--- src/rtl/pktgen_pkg.sv ---
`default_nettype none
`timescale 1ns/1ps
// ============================================================================
// Module   : pktgen_pkg
// Brief    : Shared constants, header byte offsets and FSM states for udp_pktgen
// Revision : 1.0 - initial release
// ============================================================================
package pktgen_pkg;

    localparam logic [15:0] MIN_FRAME_LEN  = 16'd60;
    localparam logic [15:0] ETH_HDR_LEN    = 16'd14;
    localparam logic [15:0] ETH_IP_HDR_LEN = 16'd34;

    localparam logic [15:0] ETH_TYPE_IPV4  = 16'h0800;
    localparam logic [7:0]  IP_VER_IHL     = 8'h45;
    localparam logic [7:0]  IP_TTL         = 8'd64;
    localparam logic [7:0]  IP_PROTO_UDP   = 8'd17;

    // Byte offsets from the start of the frame
    localparam int OFF_ETH_DST   = 0;
    localparam int OFF_ETH_SRC   = 6;
    localparam int OFF_ETH_TYPE  = 12;
    localparam int OFF_IP_VER    = 14;
    localparam int OFF_IP_TOTLEN = 16;
    localparam int OFF_IP_TTL    = 22;
    localparam int OFF_IP_PROTO  = 23;
    localparam int OFF_IP_CSUM   = 24;
    localparam int OFF_IP_SADDR  = 26;
    localparam int OFF_IP_DADDR  = 30;
    localparam int OFF_UDP_SPORT = 34;
    localparam int OFF_UDP_DPORT = 36;
    localparam int OFF_UDP_LEN   = 38;
    localparam int OFF_SEQ       = 42;
    localparam int OFF_TS        = 46;

    typedef logic [2:0] state_t;
    localparam logic [2:0] ST_IDLE = 3'd0;
    localparam logic [2:0] ST_LOAD = 3'd1;
    localparam logic [2:0] ST_SEND = 3'd2;
    localparam logic [2:0] ST_GAP  = 3'd3;
    localparam logic [2:0] ST_DONE = 3'd4;

    function automatic logic [15:0] clamp_len(input logic [15:0] len,
                                              input logic [15:0] max_len);
        if (len < MIN_FRAME_LEN)
            return MIN_FRAME_LEN;
        else if (len > max_len)
            return max_len;
        else
            return len;
    endfunction

endpackage
`default_nettype wire

--- src/rtl/ipv4_csum.sv ---
`default_nettype none
`timescale 1ns/1ps
// ============================================================================
// Module   : ipv4_csum
// Brief    : Registered IPv4 header checksum for a given frame length
// Revision : 1.0 - initial release
// ============================================================================
module ipv4_csum
    import pktgen_pkg::*;
#(
    parameter logic [31:0] SADDR = 32'hC0A8_016F,
    parameter logic [31:0] DADDR = 32'hC0A8_017A
) (
    input  logic        clk156,
    input  logic        reset,
    input  logic        en_i,
    input  logic [15:0] len_i,
    output logic [15:0] csum_o
);

    logic [15:0] w_tot_len;
    logic [19:0] w_sum;
    logic [16:0] w_fold1;
    logic [15:0] w_fold2;
    logic [15:0] csum_q;

    assign w_tot_len = len_i - ETH_HDR_LEN;

    // id, frag and the checksum field itself contribute zero
    assign w_sum = 20'({IP_VER_IHL, 8'h00}) + 20'(w_tot_len)
                 + 20'({IP_TTL, IP_PROTO_UDP})
                 + 20'(SADDR[31:16]) + 20'(SADDR[15:0])
                 + 20'(DADDR[31:16]) + 20'(DADDR[15:0]);

    assign w_fold1 = {1'b0, w_sum[15:0]} + {13'b0, w_sum[19:16]};
    assign w_fold2 = w_fold1[15:0] + {15'b0, w_fold1[16]};

    always_ff @(posedge clk156) begin
        if (reset)
            csum_q <= '0;
        else if (en_i)
            csum_q <= ~w_fold2;
    end

    assign csum_o = csum_q;

endmodule
`default_nettype wire

--- src/rtl/udp_pktgen.sv ---
`default_nettype none
`timescale 1ns/1ps
// ============================================================================
// Module   : udp_pktgen
// Brief    : AXI-Stream 64-bit UDP/IPv4 test frame generator with sequence no.
//            Optional macro UDP_PKTGEN_TS_EN adds ts_in timestamp at bytes 46-53.
// Revision : 1.0 - initial release
// ============================================================================
module udp_pktgen
    import pktgen_pkg::*;
#(
    parameter logic [47:0] ETH_DST       = 48'hFF_FF_FF_FF_FF_FF,
    parameter logic [47:0] ETH_SRC       = 48'h00_11_22_33_44_55,
    parameter logic [31:0] IP_SADDR      = 32'hC0A8_016F,
    parameter logic [31:0] IP_DADDR      = 32'hC0A8_017A,
    parameter logic [15:0] UDP_SPORT     = 16'd3776,
    parameter logic [15:0] UDP_DPORT     = 16'd3776,
    parameter logic [15:0] MAX_FRAME_LEN = 16'd1514
) (
    input  logic        clk156,
    input  logic        reset,
    input  logic        cfg_en,
    input  logic [15:0] cfg_frame_len,
    input  logic [31:0] cfg_gap,
    input  logic [31:0] cfg_count,
`ifdef UDP_PKTGEN_TS_EN
    input  logic [63:0] ts_in,
`endif
    input  logic        m_axis_tready,
    output logic        m_axis_tvalid,
    output logic [63:0] m_axis_tdata,
    output logic [7:0]  m_axis_tkeep,
    output logic        m_axis_tlast,
    output logic        busy,
    output logic [31:0] pkt_cnt
);

    state_t      state_q,   state_d;
    logic [15:0] len_q,     len_d;
    logic [31:0] gap_q,     gap_d;
    logic [31:0] gap_cnt_q, gap_cnt_d;
    logic [12:0] beat_q,    beat_d;
    logic [31:0] seq_q,     seq_d;
    logic [31:0] pkt_cnt_q, pkt_cnt_d;
    logic [31:0] run_cnt_q, run_cnt_d;

    logic [15:0]  w_len_clamped;
    logic [15:0]  w_nbeats;
    logic         w_last_beat;
    logic         w_send;
    logic [15:0]  w_csum;
    logic [15:0]  w_tot_len;
    logic [15:0]  w_udp_len;
    logic [511:0] w_hdr;
    logic [63:0]  w_data;
    logic [7:0]   w_keep_last;

    assign w_len_clamped = clamp_len(cfg_frame_len, MAX_FRAME_LEN);
    assign w_nbeats      = (len_q + 16'd7) >> 3;
    assign w_last_beat   = ({3'b0, beat_q} == (w_nbeats - 16'd1));
    assign w_send        = (state_q == ST_SEND);
    assign w_tot_len     = len_q - ETH_HDR_LEN;
    assign w_udp_len     = len_q - ETH_IP_HDR_LEN;
    assign w_keep_last   = (len_q[2:0] == 3'd0) ? 8'hFF
                                                : (8'hFF >> (4'd8 - {1'b0, len_q[2:0]}));

    ipv4_csum #(
        .SADDR (IP_SADDR),
        .DADDR (IP_DADDR)
    ) u_csum (
        .clk156 (clk156),
        .reset  (reset),
        .en_i   (state_q == ST_LOAD),
        .len_i  (w_len_clamped),
        .csum_o (w_csum)
    );

`ifdef UDP_PKTGEN_TS_EN
    logic [63:0] ts_q;

    always_ff @(posedge clk156) begin
        if (reset)
            ts_q <= '0;
        else if (w_send && m_axis_tready && (beat_q == 13'd0))
            ts_q <= ts_in;
    end
`endif

    // Header image; byte n lives at w_hdr[8n +: 8], everything unset is zero
    always_comb begin
        w_hdr = '0;
        for (int i = 0; i < 6; i++) begin
            w_hdr[8*(OFF_ETH_DST+i) +: 8] = ETH_DST[8*(5-i) +: 8];
            w_hdr[8*(OFF_ETH_SRC+i) +: 8] = ETH_SRC[8*(5-i) +: 8];
        end
        for (int i = 0; i < 2; i++) begin
            w_hdr[8*(OFF_ETH_TYPE+i)  +: 8] = ETH_TYPE_IPV4[8*(1-i) +: 8];
            w_hdr[8*(OFF_IP_TOTLEN+i) +: 8] = w_tot_len[8*(1-i) +: 8];
            w_hdr[8*(OFF_IP_CSUM+i)   +: 8] = w_csum[8*(1-i) +: 8];
            w_hdr[8*(OFF_UDP_SPORT+i) +: 8] = UDP_SPORT[8*(1-i) +: 8];
            w_hdr[8*(OFF_UDP_DPORT+i) +: 8] = UDP_DPORT[8*(1-i) +: 8];
            w_hdr[8*(OFF_UDP_LEN+i)   +: 8] = w_udp_len[8*(1-i) +: 8];
        end
        for (int i = 0; i < 4; i++) begin
            w_hdr[8*(OFF_IP_SADDR+i) +: 8] = IP_SADDR[8*(3-i) +: 8];
            w_hdr[8*(OFF_IP_DADDR+i) +: 8] = IP_DADDR[8*(3-i) +: 8];
            w_hdr[8*(OFF_SEQ+i)      +: 8] = seq_q[8*(3-i) +: 8];
        end
`ifdef UDP_PKTGEN_TS_EN
        for (int i = 0; i < 8; i++)
            w_hdr[8*(OFF_TS+i) +: 8] = ts_q[8*(7-i) +: 8];
`endif
        w_hdr[8*OFF_IP_VER   +: 8] = IP_VER_IHL;
        w_hdr[8*OFF_IP_TTL   +: 8] = IP_TTL;
        w_hdr[8*OFF_IP_PROTO +: 8] = IP_PROTO_UDP;
    end

    always_comb begin
        w_data = '0;
        if (beat_q < 13'd8)
            w_data = w_hdr[64*int'(beat_q[2:0]) +: 64];
    end

    always_comb begin
        state_d   = state_q;
        len_d     = len_q;
        gap_d     = gap_q;
        gap_cnt_d = gap_cnt_q;
        beat_d    = beat_q;
        seq_d     = seq_q;
        pkt_cnt_d = pkt_cnt_q;
        run_cnt_d = run_cnt_q;
        case (state_q)
            ST_IDLE: begin
                run_cnt_d = '0;
                if (cfg_en)
                    state_d = ST_LOAD;
            end
            ST_LOAD: begin
                len_d   = w_len_clamped;
                gap_d   = cfg_gap;
                seq_d   = pkt_cnt_q;
                beat_d  = '0;
                state_d = ST_SEND;
            end
            ST_SEND: begin
                if (m_axis_tready) begin
                    if (w_last_beat) begin
                        beat_d    = '0;
                        pkt_cnt_d = pkt_cnt_q + 32'd1;
                        run_cnt_d = run_cnt_q + 32'd1;
                        gap_cnt_d = '0;
                        if ((cfg_count != 32'd0) && (run_cnt_d == cfg_count))
                            state_d = ST_DONE;
                        else if (!cfg_en)
                            state_d = ST_IDLE;
                        else if (gap_q == 32'd0)
                            state_d = ST_LOAD;
                        else
                            state_d = ST_GAP;
                    end else begin
                        beat_d = beat_q + 13'd1;
                    end
                end
            end
            ST_GAP: begin
                if (!cfg_en)
                    state_d = ST_IDLE;
                else if (gap_cnt_q == gap_q - 32'd1)
                    state_d = ST_LOAD;
                else
                    gap_cnt_d = gap_cnt_q + 32'd1;
            end
            ST_DONE: begin
                if (!cfg_en)
                    state_d = ST_IDLE;
            end
            default: state_d = ST_IDLE;
        endcase
    end

    always_ff @(posedge clk156) begin
        if (reset) begin
            state_q   <= ST_IDLE;
            len_q     <= MIN_FRAME_LEN;
            gap_q     <= '0;
            gap_cnt_q <= '0;
            beat_q    <= '0;
            seq_q     <= '0;
            pkt_cnt_q <= '0;
            run_cnt_q <= '0;
        end else begin
            state_q   <= state_d;
            len_q     <= len_d;
            gap_q     <= gap_d;
            gap_cnt_q <= gap_cnt_d;
            beat_q    <= beat_d;
            seq_q     <= seq_d;
            pkt_cnt_q <= pkt_cnt_d;
            run_cnt_q <= run_cnt_d;
        end
    end

    assign m_axis_tvalid = w_send;
    assign m_axis_tdata  = w_send ? w_data : 64'd0;
    assign m_axis_tkeep  = w_send ? (w_last_beat ? w_keep_last : 8'hFF) : 8'h00;
    assign m_axis_tlast  = w_send && w_last_beat;
    assign busy          = (state_q != ST_IDLE);
    assign pkt_cnt       = pkt_cnt_q;

endmodule
`default_nettype wire

--- config.mk ---
export PLATFORM = sky130hd
export DESIGN_NAME = udp_pktgen
export DESIGN_NICKNAME = d
export VERILOG_FILES = /design/src/rtl/pktgen_pkg.sv /design/src/rtl/ipv4_csum.sv /design/src/rtl/udp_pktgen.sv
export SDC_FILE = /design/constraint.sdc
export NUM_CORES = 1
export LEC_CHECK = 0
export BUFFER_PORTS_ARGS = -buffer_cell sky130_fd_sc_hd__buf_2
export CAP_MARGIN = 20
export CORE_UTILIZATION = 50
export CTS_BUF_LIST = sky130_fd_sc_hd__clkbuf_4 sky130_fd_sc_hd__clkbuf_8
export CTS_CLUSTER_SIZE = 12
export DETAILED_ROUTE_END_ITERATION = 10
export GPL_TIMING_DRIVEN = 0
export PLACE_DENSITY = 0.8
export SETUP_SLACK_MARGIN = 0.02
export SLEW_MARGIN = 20
export SYNTH_ARGS = -nofsm -noshare
export SYNTH_HDL_FRONTEND = slang
export SYNTH_HIERARCHICAL = 1
export SYNTH_SLANG_ARGS = --single-unit
export TNS_END_PERCENT = 30
--- constraint.sdc ---
create_clock -name clk156 -period 5.23 [get_ports clk156]
set_input_delay 0.523 -clock clk156 [delete_from_list [all_inputs] [get_ports clk156]]
set_output_delay 0.523 -clock clk156 [all_outputs]
set_load 0.01 [all_outputs]
==> results.sh <==
export IMPL_fp_dieW_um=176.1
export IMPL_coreArea_um2=29720
export IMPL_synth_area_leader_cell="dfxtp_1"
export IMPL_p_leak_nw=6.821
export IMPL_cts_buffers=38
export IMPL_critPathLaunch="cfg_frame_len[1]"
export IMPL_comb_power_share=0.199
export IMPL_max_slew_margin=0.2570
export IMPL_stdcell_count=2733
export IMPL_place_area_um2=16690
export IMPL_wl_mm=53.07
export IMPL_grt_overflow_total=0
export IMPL_synth_compound_area_share=0.2022
export IMPL_yosys_area_share_adder=0.02228
export IMPL_yosysWarnings=6
export IMPL_worstHoldStart="cfg_gap[20]"
export IMPL_power_mw=4.124
export IMPL_ant_nets=0
export IMPL_placed_cells=2644
export IMPL_htreeDepth=2
export IMPL_critical_path_required_ns=5.66
export IMPL_grt_use_met3=0.05189
export IMPL_grt_pass1_wl_mm=80.05
export IMPL_yosysSeqAreaShare=0.2747
export IMPL_min_period_over_period=0.9962
export IMPL_fin_tns_setup_ns=0
export IMPL_p_per_area_nw_per_um2=227.5
export IMPL_yosys_top_cells_area="dfxtp_1 (27%), a21oi_1 (6.9%), xnor2_1 (6.6%), nand2_1 (6.4%), nor2_1 (4.2%)"
export IMPL_routedWlPerCell_um=19.42
export IMPL_die_area_um2=31020
export IMPL_nNetsFinal=2426
export IMPL_port_buffers=189
export IMPL_synthMuxAreaShare=0.02996
export IMPL_status="complete, no violations"
export IMPL_clockPowerShare=0.401
export IMPL_cts_hold_buf=0
export IMPL_clockRootBuffer="clkbuf_8"
export IMPL_rows=63
export IMPL_place_worst_setup_slack_ns=-1.120
export IMPL_crit_arrival_ns=5.64
export IMPL_io_pins=191
export IMPL_synth_area_um2=15160
export IMPL_first_global_vias=15355
export IMPL_endpoint_kind="register"
export IMPL_nFillCells=2638
export IMPL_synth_xor_area_frac=0.1056
export IMPL_setup_slack_ns=0.01976
export IMPL_final_util=0.6100
export IMPL_synth_top_flop_cell="dfxtp_1"
export IMPL_internal_power_mw=2.833
export IMPL_skew_ns=0.03076
export IMPL_grt_use_total=0.3214
export IMPL_path_clk_slew_ns=0.06
export IMPL_min_path_type="input port to register"
export IMPL_ys_types=98
export IMPL_rsz0062_at_grt="true"
export IMPL_startpoint_type="input port"
export IMPL_ys_ff_latch=208
export IMPL_insertion_delay_ns=0.57
export IMPL_cp_max_fo=5
export IMPL_synth_cells=2055
export IMPL_gr_usage_met2=0.5482
export IMPL_tightest_slew_ns=1.106
export IMPL_setup_viol=0
export IMPL_drtIter0Drc=1698
export IMPL_switching_share=0.3130
export IMPL_vias_per_cell=6.243
export IMPL_p_sw_mw=1.291
export IMPL_final_min_clock_period_ns=5.210
export IMPL_start_util=0.5101
export IMPL_avgSynthCellArea_um2=7.377
export IMPL_synth_top_family_by_area="simple AND/OR/NAND/NOR gates"
export IMPL_synthSimpleGateAreaFrac=0.3169
export IMPL_drv_cap=0
export IMPL_fin_area_um2=18130
export IMPL_r2r_start="len_q[1]"
export IMPL_vias=17062
export IMPL_synth_edf_count=0
export IMPL_met1_usage=0.3960
export IMPL_drive_gt1_frac=0.1823
export IMPL_crit_path_top_delay_cell="a2111o_1"
export IMPL_slowest_delay_ns=0.44
export IMPL_hold_viol_final=0
export IMPL_peakVddDrop_mv=0.1506
export IMPL_power_frac_seq=0.400
export IMPL_finalMaxSlewViolations=0
export IMPL_grt_busiest_layer="met2"
export IMPL_synthToLayoutAreaGrowth_pct=19.59
export IMPL_route_detailed_drc=0
export IMPL_final_common_cell="nand2_1"
export IMPL_hpwlAfterDp_mm=39.16
export IMPL_chipHeight_um=176.1
export IMPL_grt_max_degree=13
export IMPL_cts_sinks=208
export IMPL_dr_pass1_iters=7
export IMPL_clk_path_buf_depth=3
export IMPL_netlist_area_leader_share=0.2747
export IMPL_synthArstFlopShare=0
export IMPL_final_cell_mix="nand2_1 (255), dfxtp_1 (205), a21oi_1 (203)"
export IMPL_holdWs_ns=0.1992
export IMPL_grt_antenna_before_repair=1
export IMPL_globalplace_congestion=0.9955
export IMPL_cts_tree="built"
export IMPL_fmax_ghz=0.1919
export IMPL_path_class="input port to register"
==> worst max-delay path: cells and delay by family <==
kind / cells / cell delay, ns
buffers and inverters: 4 / 0.41
adder cells (fa/ha/maj): 2 / 0.40
AND/OR/NAND/NOR: 10 / 2.03
XOR/XNOR: 1 / 0.11
AO/OA/AOI/OAI: 10 / 2.13
==> logic make-up (layout without fill, tap and decap cells) <==
group	after synthesis	count (layout)
AND/OR/NAND/NOR	926	926
AO/OA/AOI/OAI	487	487
flip-flops	208	208
XOR/XNOR	182	182
buffers and inverters	182	459
multiplexers	42	42
adder cells (fa/ha/maj)	27	27
other	1	12
==> power groups by stage <==
stage / clock network, mW / registers [mW] / logic (mW)
global route: 1.74 / 1.65 / 0.878
global placement: 0 / 1.68 / 0.743
detailed placement: 0 / 1.68 / 0.757
CTS: 1.66 / 1.65 / 0.774
finish: 1.65 / 1.65 / 0.821
floorplan: 0 / 1.67 / 0.523
==> cells in the mapped netlist, drive strengths merged, types with 31 or more instances <==
cell,instances
nand2,259
nor4,43
or3,43
a21oi,211
xor2,66
and2,34
inv,34
nand4,60
nor2b,39
clkbuf,120
and3,33
nand3,82
a31oi,31
dfxtp,208
xnor2,116
nor3,54
a311oi,33
o21ai,81
nor2,171
==> final cells by class <==
| cell class | instances | area, µm² | share of cell area |
|---|---|---|---|
| inverter | 35 | 131.4 | 0.007247 |
| multi-input combinational | 1675 | 10800 | 0.5960 |
| tap | 390 | 488.0 | 0.02692 |
| antenna | 1 | 2.502 | 0.0001380 |
| clock buffer | 60 | 757.0 | 0.04176 |
| timing repair buffer | 212 | 1152 | 0.06357 |
| buffer | 145 | 588.1 | 0.03244 |
| sequential | 208 | 4168 | 0.2299 |
| clock inverter | 7 | 37.54 | 0.002071 |
==> final timing paths <==
path | end | slack (ns) | cells past startpoint
worst max-delay path | u_csum/csum_o[12] | 0.02 | 27
worst min-delay path | gap_q[20] | 0.20 | 3
worst max register to register | pkt_cnt[19] | 0.40 | 17
worst min register to register | seq_q[24] | 0.46 | 2
==> flip-flops by register name, summed over array words and instances, names as in the netlist <==
signal	count
beat_q	13
gap_q	32
gap_cnt_q	32
seq_q	32
u_csum/csum_o	16
pkt_cnt	32
state_q	3
run_cnt_q	32
len_q	16
==> metal layers <==
layer	wire, µm	share of wire
met1	21250	0.40
met2	25140	0.47
met3	4319	0.081
met4	2356	0.044
met5	0	0
==> timing repair <==
action	4_1_cts	5_1_grt
buffers inserted	13	10
resized for setup	37	61
pin swaps	12	29
setup endpoints to repair	48	23
Power figures use the tool's default switching activity.
